==> src/rtl/vga_timing_pkg.sv <==
// Shared timing constants for the raster generator: 640x480@60 defaults and derived windows.
// Latency: n/a (constants and a pure compare helper only).
// Backpressure: n/a.
package vga_timing_pkg;

  localparam int unsigned COORD_W = 10;

  // Default 640x480@60 timing, one pixel per clock
  localparam int unsigned H_VISIBLE_DEF   = 640;
  localparam int unsigned H_FRONT_DEF     = 16;
  localparam int unsigned H_SYNC_DEF      = 96;
  localparam int unsigned H_BACK_DEF      = 48;
  localparam int unsigned V_VISIBLE_DEF   = 480;
  localparam int unsigned V_FRONT_DEF     = 10;
  localparam int unsigned V_SYNC_DEF      = 2;
  localparam int unsigned V_BACK_DEF      = 33;
  localparam logic        SYNC_ACTIVE_DEF = 1'b0;
  localparam int unsigned FC_W_DEF        = 16;

  // Derived totals and sync windows for the default timing
  localparam int unsigned H_TOTAL_DEF  = H_VISIBLE_DEF + H_FRONT_DEF + H_SYNC_DEF + H_BACK_DEF;
  localparam int unsigned V_TOTAL_DEF  = V_VISIBLE_DEF + V_FRONT_DEF + V_SYNC_DEF + V_BACK_DEF;
  localparam int unsigned HS_START_DEF = H_VISIBLE_DEF + H_FRONT_DEF;
  localparam int unsigned HS_END_DEF   = HS_START_DEF + H_SYNC_DEF;
  localparam int unsigned VS_START_DEF = V_VISIBLE_DEF + V_FRONT_DEF;
  localparam int unsigned VS_END_DEF   = VS_START_DEF + V_SYNC_DEF;

  // True when lo <= v < hi
  function automatic logic in_window(input logic [COORD_W-1:0] v,
                                     input int unsigned lo,
                                     input int unsigned hi);
    return (32'(v) >= lo) && (32'(v) < hi);
  endfunction

endpackage

==> src/rtl/vga_wrap_counter.sv <==
// Modulo-(MAX+1) counter that advances on inc and exposes its next value for look-ahead decode.
// Latency: count updates one edge after inc; count_next and wrap are combinational.
// Backpressure: none; inc is a plain enable.
module vga_wrap_counter #(
  parameter int unsigned MAX = 799,
  parameter int unsigned W   = 10
) (
  input  logic         clk,
  input  logic         reset,
  input  logic         inc,
  output logic [W-1:0] count,
  output logic [W-1:0] count_next,
  output logic         wrap
);

  localparam logic [W-1:0] MAX_V = W'(MAX);

  logic [W-1:0] r_count;
  logic [W-1:0] w_next;

  assign wrap       = inc && (r_count == MAX_V);
  assign count      = r_count;
  assign count_next = w_next;

  // Next value: reset wins, then wrap to zero, then increment
  always_comb begin
    w_next = r_count;
    if (reset) begin
      w_next = '0;
    end else if (wrap) begin
      w_next = '0;
    end else if (inc) begin
      w_next = r_count + 1'b1;
    end
  end

  // Count register
  always_ff @(posedge clk) begin
    r_count <= w_next;
  end

endmodule

==> src/rtl/vga_timing_gen.sv <==
// Raster timing generator: pixel coordinates, sync, visible-area and line/frame strobes.
// Latency: all outputs registered; strobes decoded from next-state coordinates so they align with DrawX/DrawY.
// Backpressure: none; free-running at one pixel per vga_clk.
module vga_timing_gen
  import vga_timing_pkg::*;
#(
  parameter int unsigned H_VISIBLE   = H_VISIBLE_DEF,
  parameter int unsigned H_FRONT     = H_FRONT_DEF,
  parameter int unsigned H_SYNC      = H_SYNC_DEF,
  parameter int unsigned H_BACK      = H_BACK_DEF,
  parameter int unsigned V_VISIBLE   = V_VISIBLE_DEF,
  parameter int unsigned V_FRONT     = V_FRONT_DEF,
  parameter int unsigned V_SYNC      = V_SYNC_DEF,
  parameter int unsigned V_BACK      = V_BACK_DEF,
  parameter logic        SYNC_ACTIVE = SYNC_ACTIVE_DEF,
  parameter int unsigned FC_W        = FC_W_DEF
) (
  input  logic               vga_clk,
  input  logic               reset,
  output logic [COORD_W-1:0] DrawX,
  output logic [COORD_W-1:0] DrawY,
  output logic               hs,
  output logic               vs,
  output logic               blank,
  output logic               line_start,
  output logic               frame_start,
  output logic [FC_W-1:0]    frame_count
);

  localparam int unsigned H_TOTAL  = H_VISIBLE + H_FRONT + H_SYNC + H_BACK;
  localparam int unsigned V_TOTAL  = V_VISIBLE + V_FRONT + V_SYNC + V_BACK;
  localparam int unsigned HS_START = H_VISIBLE + H_FRONT;
  localparam int unsigned HS_END   = HS_START + H_SYNC;
  localparam int unsigned VS_START = V_VISIBLE + V_FRONT;
  localparam int unsigned VS_END   = VS_START + V_SYNC;

  // Coordinates are COORD_W bits wide, so both totals must fit
  if (H_TOTAL > (1 << COORD_W) || V_TOTAL > (1 << COORD_W)) begin : g_total_too_big
    $error("vga_timing_gen: H_TOTAL/V_TOTAL exceed the coordinate width");
  end

  logic [COORD_W-1:0] w_x_next;
  logic [COORD_W-1:0] w_y_next;
  logic               w_h_wrap;
  logic               w_v_wrap;

  logic               r_hs;
  logic               r_vs;
  logic               r_blank;
  logic               r_line_start;
  logic               r_frame_start;
  logic [FC_W-1:0]    r_frame_count;

  vga_wrap_counter #(
    .MAX (H_TOTAL - 1),
    .W   (COORD_W)
  ) u_h_cnt (
    .clk        (vga_clk),
    .reset      (reset),
    .inc        (1'b1),
    .count      (DrawX),
    .count_next (w_x_next),
    .wrap       (w_h_wrap)
  );

  // Vertical advances once per completed line; its wrap marks end of frame
  vga_wrap_counter #(
    .MAX (V_TOTAL - 1),
    .W   (COORD_W)
  ) u_v_cnt (
    .clk        (vga_clk),
    .reset      (reset),
    .inc        (w_h_wrap),
    .count      (DrawY),
    .count_next (w_y_next),
    .wrap       (w_v_wrap)
  );

  // Strobes and frame counter, decoded from the coordinates being loaded this edge
  always_ff @(posedge vga_clk) begin
    if (reset) begin
      r_hs          <= ~SYNC_ACTIVE;
      r_vs          <= ~SYNC_ACTIVE;
      r_blank       <= 1'b0;
      r_line_start  <= 1'b0;
      r_frame_start <= 1'b0;
      r_frame_count <= '0;
    end else begin
      r_hs          <= in_window(w_x_next, HS_START, HS_END) ? SYNC_ACTIVE : ~SYNC_ACTIVE;
      r_vs          <= in_window(w_y_next, VS_START, VS_END) ? SYNC_ACTIVE : ~SYNC_ACTIVE;
      r_blank       <= (32'(w_x_next) < H_VISIBLE) && (32'(w_y_next) < V_VISIBLE);
      r_line_start  <= (w_x_next == '0);
      r_frame_start <= (w_x_next == '0) && (w_y_next == '0);
      if (w_v_wrap) begin
        r_frame_count <= r_frame_count + 1'b1;
      end
    end
  end

  assign hs          = r_hs;
  assign vs          = r_vs;
  assign blank       = r_blank;
  assign line_start  = r_line_start;
  assign frame_start = r_frame_start;
  assign frame_count = r_frame_count;

endmodule

==> config.mk <==
export PLATFORM = sky130hd
export DESIGN_NAME = vga_timing_gen
export DESIGN_NICKNAME = d
export VERILOG_FILES = /design/src/rtl/vga_timing_pkg.sv /design/src/rtl/vga_wrap_counter.sv /design/src/rtl/vga_timing_gen.sv
export SDC_FILE = /design/constraint.sdc
export NUM_CORES = 1
export LEC_CHECK = 0
export ABC_CLOCK_PERIOD_IN_PS = 2500
export CORE_MARGIN = 3
export CORE_UTILIZATION = 52
export CTS_CLUSTER_SIZE = 20
export DETAILED_ROUTE_END_ITERATION = 10
export GPL_ROUTABILITY_DRIVEN = 1
export PLACE_DENSITY_LB_ADDON = 0.15
export SYNTH_ARGS = -nofsm -noshare
export SYNTH_HDL_FRONTEND = slang
export SYNTH_SLANG_ARGS = --single-unit
==> constraint.sdc <==
create_clock -name vga_clk -period 2.5 [get_ports vga_clk]
set_input_delay 0.5 -clock vga_clk [delete_from_list [all_inputs] [get_ports vga_clk]]
set_output_delay 0.5 -clock vga_clk [all_outputs]
set_load 0.05 [all_outputs]
==> metrics, run 1 <==
required time of the critical path=2.67 ns; Layout Nets=307; Hold Slack=0.456 ns; min Tclk post-route=2.34 ns; DIE HEIGHT=71.8 um; starting density of the core=55.1%; Worst setup SP type=flop; first-pass GRT wire length=8630 um; drt wl/cell=14.7 um; H-Tree Depth=2; Max-Cap Viols=0; Yosys reg bits=41; Synth-to-Final Area Change=24.0%; min-delay src=u_h_cnt.count[0]; clock skew=0.00394 ns; # rows=23; CTS sink count=41; core area=4090 sq um; Ys Warns=0; die area=5150 sq um; critical path endpoint category=flop; fill count=341; post-synth top area cell=dfxtp_1; sequential cell area fraction in the yosys report=36.5%; DP Area=2680 sq um; status=finished, final reports clean; worst flop-to-flop path startpoint=u_h_cnt.count[0]; Mapped Cells=254; remaining global-route overflow=0; vias in the first global route=1787; ANT nets after route=0; routed wire length=5150 um; fin cells=351; f_max=0.427 GHz; Final setup viols=0; crit path cell chain=ha_2 > and4_1 > nand3_4 > or4_4 > and2_4 > nor4b_4 > o2111ai_1; CTS root buf=clkbuf_8; Max-slew headroom=66.1%; Final Power=1.26 mW; syn_area_per_cell=8.86 sq um; layout cell share with drive strength beyond 1=13.0%; Unique masters post-synth=53; Residual DRC=0; largest net degree at the start of global routing=24; Max Buffers Root-to-Sink=2; HP Class=flop to flop; P_leak=1.02 nW; RSZ-0062 raised after global routing=false; EDFF count, synth=0; drt first pass iters=4; syn nets=260; via/cell ratio=5.64; worst skew pair latency=0.29 ns; Critical-path top delay cell=or4_4; main area contributors after synthesis=dfxtp_1 (36%), xnor2_1 (7.4%), xor2_1 (5.1%); CTS tree=done; Power Dens Cells=453 nW/um^2; Final Wtd Congestion=0.881; Antenna Cells=0; Synth Flop Type=dfxtp_1; largest stage delay on the critical path=0.54 ns; Reg clk slew, reported paths=0.08 ns; Post-Layout Inst Area=2790 sq um; area share of the largest cell type after synthesis=36.5%; number of DRC markers in iteration 0=89; antenna violations before repair=0; period utilisation layout=93.7%; Fin Setup TNS=0 ns; Slew @ Worst Pin=0.507 ns; Vias=1981; VDD IR max=0.000351 V; Post-Syn Area=2250 sq um; hpwl dp=3750 um; Crit Path Class=flop to flop; CTS Buf Count=5; overall die width=71.8 um; Final Hold Fails=0; Critical Path Fanout Max=7; max-slew violation count=0; PortBufs=42; io pins=43; Synth async-reset ratio=0%; total track usage=20.9%; Cells after DPL=344; Crit. Startpoint=u_h_cnt.count[0]; WP data arrival=2.51 ns
[synth_stat cells, drive strengths merged, types with 2 or more instances]
library cell  number
and2               5
or2                5
buf                7
inv                9
nand3b             2
and3               6
clkbuf             8
a21oi              5
nor2b              3
dfxtp             41
and4               2
o21ai              5
nand4             10
nand2             18
nand3             12
or3                6
nor4               9
nor2              29
xnor2             19
nor3b              4
nor4b              2
or4                2
nor3              11
ha                 4
xor2              13
a31oi              3
[layer usage]
layer | global-route usage [%] | routed length (um) | vias up
li1 | - | - | 976
met1 | 29.4 | 2430 | 942
met2 | 30.7 | 2340 | 55
met3 | 5.19 | 295 | 8
met4 | 8.14 | 89 | 0
met5 | 0 | 0 | -
[metrics by stage]
stage               worst slack, ns  utilization (%)
finish                        0.158             68.2
global route                 0.0286             68.2
CTS                           0.107             68.2
detailed placement            0.135             65.6
global placement              0.200             65.6
floorplan                    0.0237                -
[path summary, 6_finish.rpt]
path / end / slack (ns) / cells past startpoint
max reg2reg: vs / 0.16 / 7
max: vs / 0.16 / 7
min reg2reg: u_h_cnt.count[0] / 0.46 / 1
min: u_h_cnt.count[0] / 0.46 / 1
[logic make-up (layout without fill, tap and decap cells)]
kind of cell,Yosys count,after routing,share of synthesized area (%)
and+or+nand+nor,128,128,32.8
DFF,41,41,36.5
xor gates and xnor gates,32,32,12.5
buffers and inverters,24,71,8.18
AOI/OAI and AO/OA,23,23,6.95
adders and majority gates,4,4,2.22
muxes,2,2,0.945
[registers in the layout (all words and copies together), names as in the netlist]
name	count
frame_count	16
u_h_cnt.count	10
hs	1
u_v_cnt.count	10
vs	1
frame_start	1
line_start	1
blank	1
[power by group]
part / leakage [nW] / internal [mW] / switching, mW
Combinational: 0.637 / 0.0268 / 0.0488
Sequential: 0.332 / 0.660 / 0.00488
Clock: 0.0540 / 0.290 / 0.232
[repair_timing]
| item | 4_1_cts | 5_1_grt |
|---|---|---|
| hold buffers | 0 | 0 |
| hold endpoints to repair | 0 | 0 |
| setup buffers | 0 | 0 |
| endpoints found under the setup margin | 0 | 1 |
| resized for setup | 0 | 1 |
[layout make-up]
cell class / instances / area (sq um) / share of cell area [%]
multi-input cells: 189 / 1250 / 44.7
flip-flops and latches: 41 / 823 / 29.5
repair buffers: 55 / 518 / 18.6
clock buffers: 5 / 68.8 / 2.47
well taps: 50 / 62.6 / 2.24
clock inverters: 2 / 35.0 / 1.26
inverters: 9 / 33.8 / 1.21
[worst max-delay path: cells and delay by family (launching register included)]
| family | cells | cell delay (ns) |
|---|---|---|
| simple gates | 5 | 1.45 |
| flops | 1 | 0.36 |
| fa+ha+maj | 1 | 0.25 |
| compound gates | 1 | 0.15 |
[placed cells by master (no fill, tap or decap), drive strengths merged, types with 5 or more instances in the layout]
cell type      count
clkdlybuf4s50     42
dfxtp             41
nor2              29
xnor2             19
nand2             18
xor2              13
buf               13
nand3             12
nor3              11
nand4             10
inv                9
nor4               9
or3                6
and3               6
a21oi              5
o21ai              5
clkbuf             5
or2                5
and2               5
Power figures use the tool's default switching activity.
==> inputs of run 2 (changes only) <==
==> constraint.sdc (replaced) <==
create_clock -name vga_clk -period 2.5 [get_ports vga_clk]
set_input_delay 0.5 -clock vga_clk [delete_from_list [all_inputs] [get_ports vga_clk]]
set_output_delay 0.5 -clock vga_clk [all_outputs]
set_load 0.1 [all_outputs]
==> metrics, run 2 (synthesis results as in run 1) <==
largest stage delay on the critical path=0.53 ns (was 0.54 ns); critical path endpoint category=flop (unchanged); CTS tree=done (unchanged); Max-Cap Viols=0 (unchanged); CP delay by family, top=simple AND/OR/NAND/NOR gates (unchanged); most common cell after layout, fill and taps aside=buf_4 (was clkdlybuf4s50_1); Max-slew headroom=68.1% (was 66.1%); ANT nets after route=0 (unchanged); P_leak=1.07 nW (was 1.02 nW); multi-input logic area=1250 sq um (unchanged); Antenna Cells=0 (unchanged); Critical Path Fanout Max=7 (unchanged); clock skew=0.00639 ns (was 0.00394 ns); Combinational Power Share=7.6% (was 6.0%); Hold Slack=0.452 ns (was 0.456 ns); Post-CTS Setup Bufs=0 (unchanged); layout cell share with drive strength beyond 1=29.2% (was 13.0%); final worst setup slack=0.189 ns (was 0.158 ns); Power Dens Cells=479 nW/um^2 (was 453 nW/um^2); die area=5150 sq um (unchanged); min Tclk post-route=2.31 ns (was 2.34 ns); io pins=43 (unchanged); post-layout util=65.2% (was 68.2%); Critical path buffers and inverters=0 (unchanged); Switching Power=0.308 mW (was 0.286 mW); drt wl/cell=14.8 um (was 14.7 um); f_max=0.433 GHz (was 0.427 GHz); Reg clk slew, reported paths=0.08 ns (about the same); HP Class=flop to flop (unchanged); H-Tree Depth=2 (unchanged); total track usage=20.9% (about the same); VDD IR max=0.000326 V (was 0.000351 V); via/cell ratio=5.72 (was 5.64); FF+latch area=845 sq um (was 823 sq um); RSZ-0062 raised after global routing=false (unchanged); CTS root buf=clkbuf_8 (unchanged); Layout Nets=300 (was 307); starting density of the core=55.1% (unchanged); vias in the first global route=1798 (was 1787); commonest cells after routing, fill and taps aside=buf_4 (47), nor2_1 (29), dfxtp_1 (26), xnor2_1 (19), nand2_1 (18) (was clkdlybuf4s50_1 (42), dfxtp_1 (39), nor2_1 (29), xnor2_1 (19), nand2_1 (18)); Crit Path Class=flop to flop (unchanged); P_int=0.968 mW (was 0.977 mW); crit path cell chain=ha_2 > and4_1 > nand3_4 > or4_4 > and2_4 > nor4b_4 > o2111ai_1 (unchanged); path length in cells of the critical path=7 (unchanged); Critical-path top delay cell=or4_4 (unchanged); Final Hold Fails=0 (unchanged); Residual DRC=0 (unchanged); Slew @ Worst Pin=0.475 ns (was 0.507 ns); worst skew pair latency=0.30 ns (was 0.29 ns); # rows=23 (unchanged); Synth-to-Final Area Change=18.4% (was 24.0%); WP data arrival=2.49 ns (was 2.51 ns); overall die width=71.8 um (unchanged); CTS Buf Count=5 (unchanged); Vias=1975 (was 1981); PortBufs=42 (unchanged); Final Wtd Congestion=0.988 (was 0.881); drt first pass iters=4 (unchanged); number of DRC markers in iteration 0=110 (was 89); Reg power frac=52.3% (was 52.7%); Final Power=1.28 mW (was 1.26 mW); Max Buffers Root-to-Sink=2 (unchanged); remaining global-route overflow=0 (unchanged); hpwl dp=3740 um (was 3750 um); largest net degree at the start of global routing=25 (was 24); period utilisation layout=92.4% (was 93.7%); first-pass GRT wire length=8580 um (was 8630 um); worst hold path depth=1 (unchanged); Place WS=0.196 ns (was 0.135 ns); core area=4090 sq um (unchanged); Worst setup SP type=flop (unchanged); routed wire length=5110 um (was 5150 um); Sw Share=24.1% (was 22.6%); required time of the critical path=2.68 ns (was 2.67 ns); DIE HEIGHT=71.8 um (unchanged); Fin Setup TNS=0 ns (unchanged); antenna violations before repair=0 (unchanged); Final setup viols=0 (unchanged); status=finished, final reports clean (unchanged); CTS Hold Bufs=0 (unchanged); Worst Reg-to-Reg Cells=7 (unchanged); fill count=379 (was 341); clock power share=40.2% (was 41.4%); max-slew violation count=0 (unchanged); max reg flops=16 (unchanged); CTS sink count=41 (unchanged); CTS resizes=0 (unchanged)
## run 2: cell types whose count changed in the layout (fill, tap and decap cells not counted), sizes merged
| cell | change |
|---|---|
| buf | +34 |
| clkdlybuf4s50 | -41 |
| clkbuf | +3 |
| bufinv | -1 |
| clkinv | -1 |
## run 2: per-stage QoR
| step | area, sq um | cells |
|---|---|---|
| floorplan | 2280 | 254 |
| global placement | 2550 | 337 |
| detailed placement | 2550 | 337 |
| CTS | 2660 | 345 |
| global route | 2660 | 345 |
| finish | 2660 | 345 |
## run 2: final timing paths
check / end / slack, ns / from
max: vs / 0.19 / u_h_cnt.count[0]
min reg2reg: u_h_cnt.count[0] / 0.45 / u_h_cnt.count[0]
max reg2reg: vs / 0.19 / u_h_cnt.count[0]
min: u_h_cnt.count[0] / 0.45 / u_h_cnt.count[0]
## run 2: per-layer routing
metal | up-vias | global-route usage, % | routed length (um)
met1 | 932 | 28.6 | 2340
met3 | 11 | 3.37 | 306
li1 | 967 | - | -
met4 | 0 | 9.19 | 104
met5 | - | 0 | 0
met2 | 65 | 32.3 | 2360
## run 2: area by class of cell
type                       instances  share of cell area, %
inverter                           9                   1.27
tap                               50                   2.35
clock buffer                       8                   4.18
sequential                        41                   31.7
timing repair buffer              48                   13.6
multi-input combinational        189                   46.9
## run 2: worst register-to-register path: cells and delay by family (launching register included)
kind	cells	cell delay (ns)
flip-flops	1	0.37
AND/OR/NAND/NOR	5	1.42
adder cells (fa/ha/maj)	1	0.25
AO/OA/AOI/OAI	1	0.14
## run 2: power by group through the flow
stage	Combinational, mW	Clock, mW	Sequential [mW]
global route	0.100	0.543	0.668
global placement	0.0961	0	0.681
finish	0.0963	0.513	0.667
floorplan	0.0281	0	0.731
CTS	0.0969	0.520	0.667
detailed placement	0.0968	0	0.682
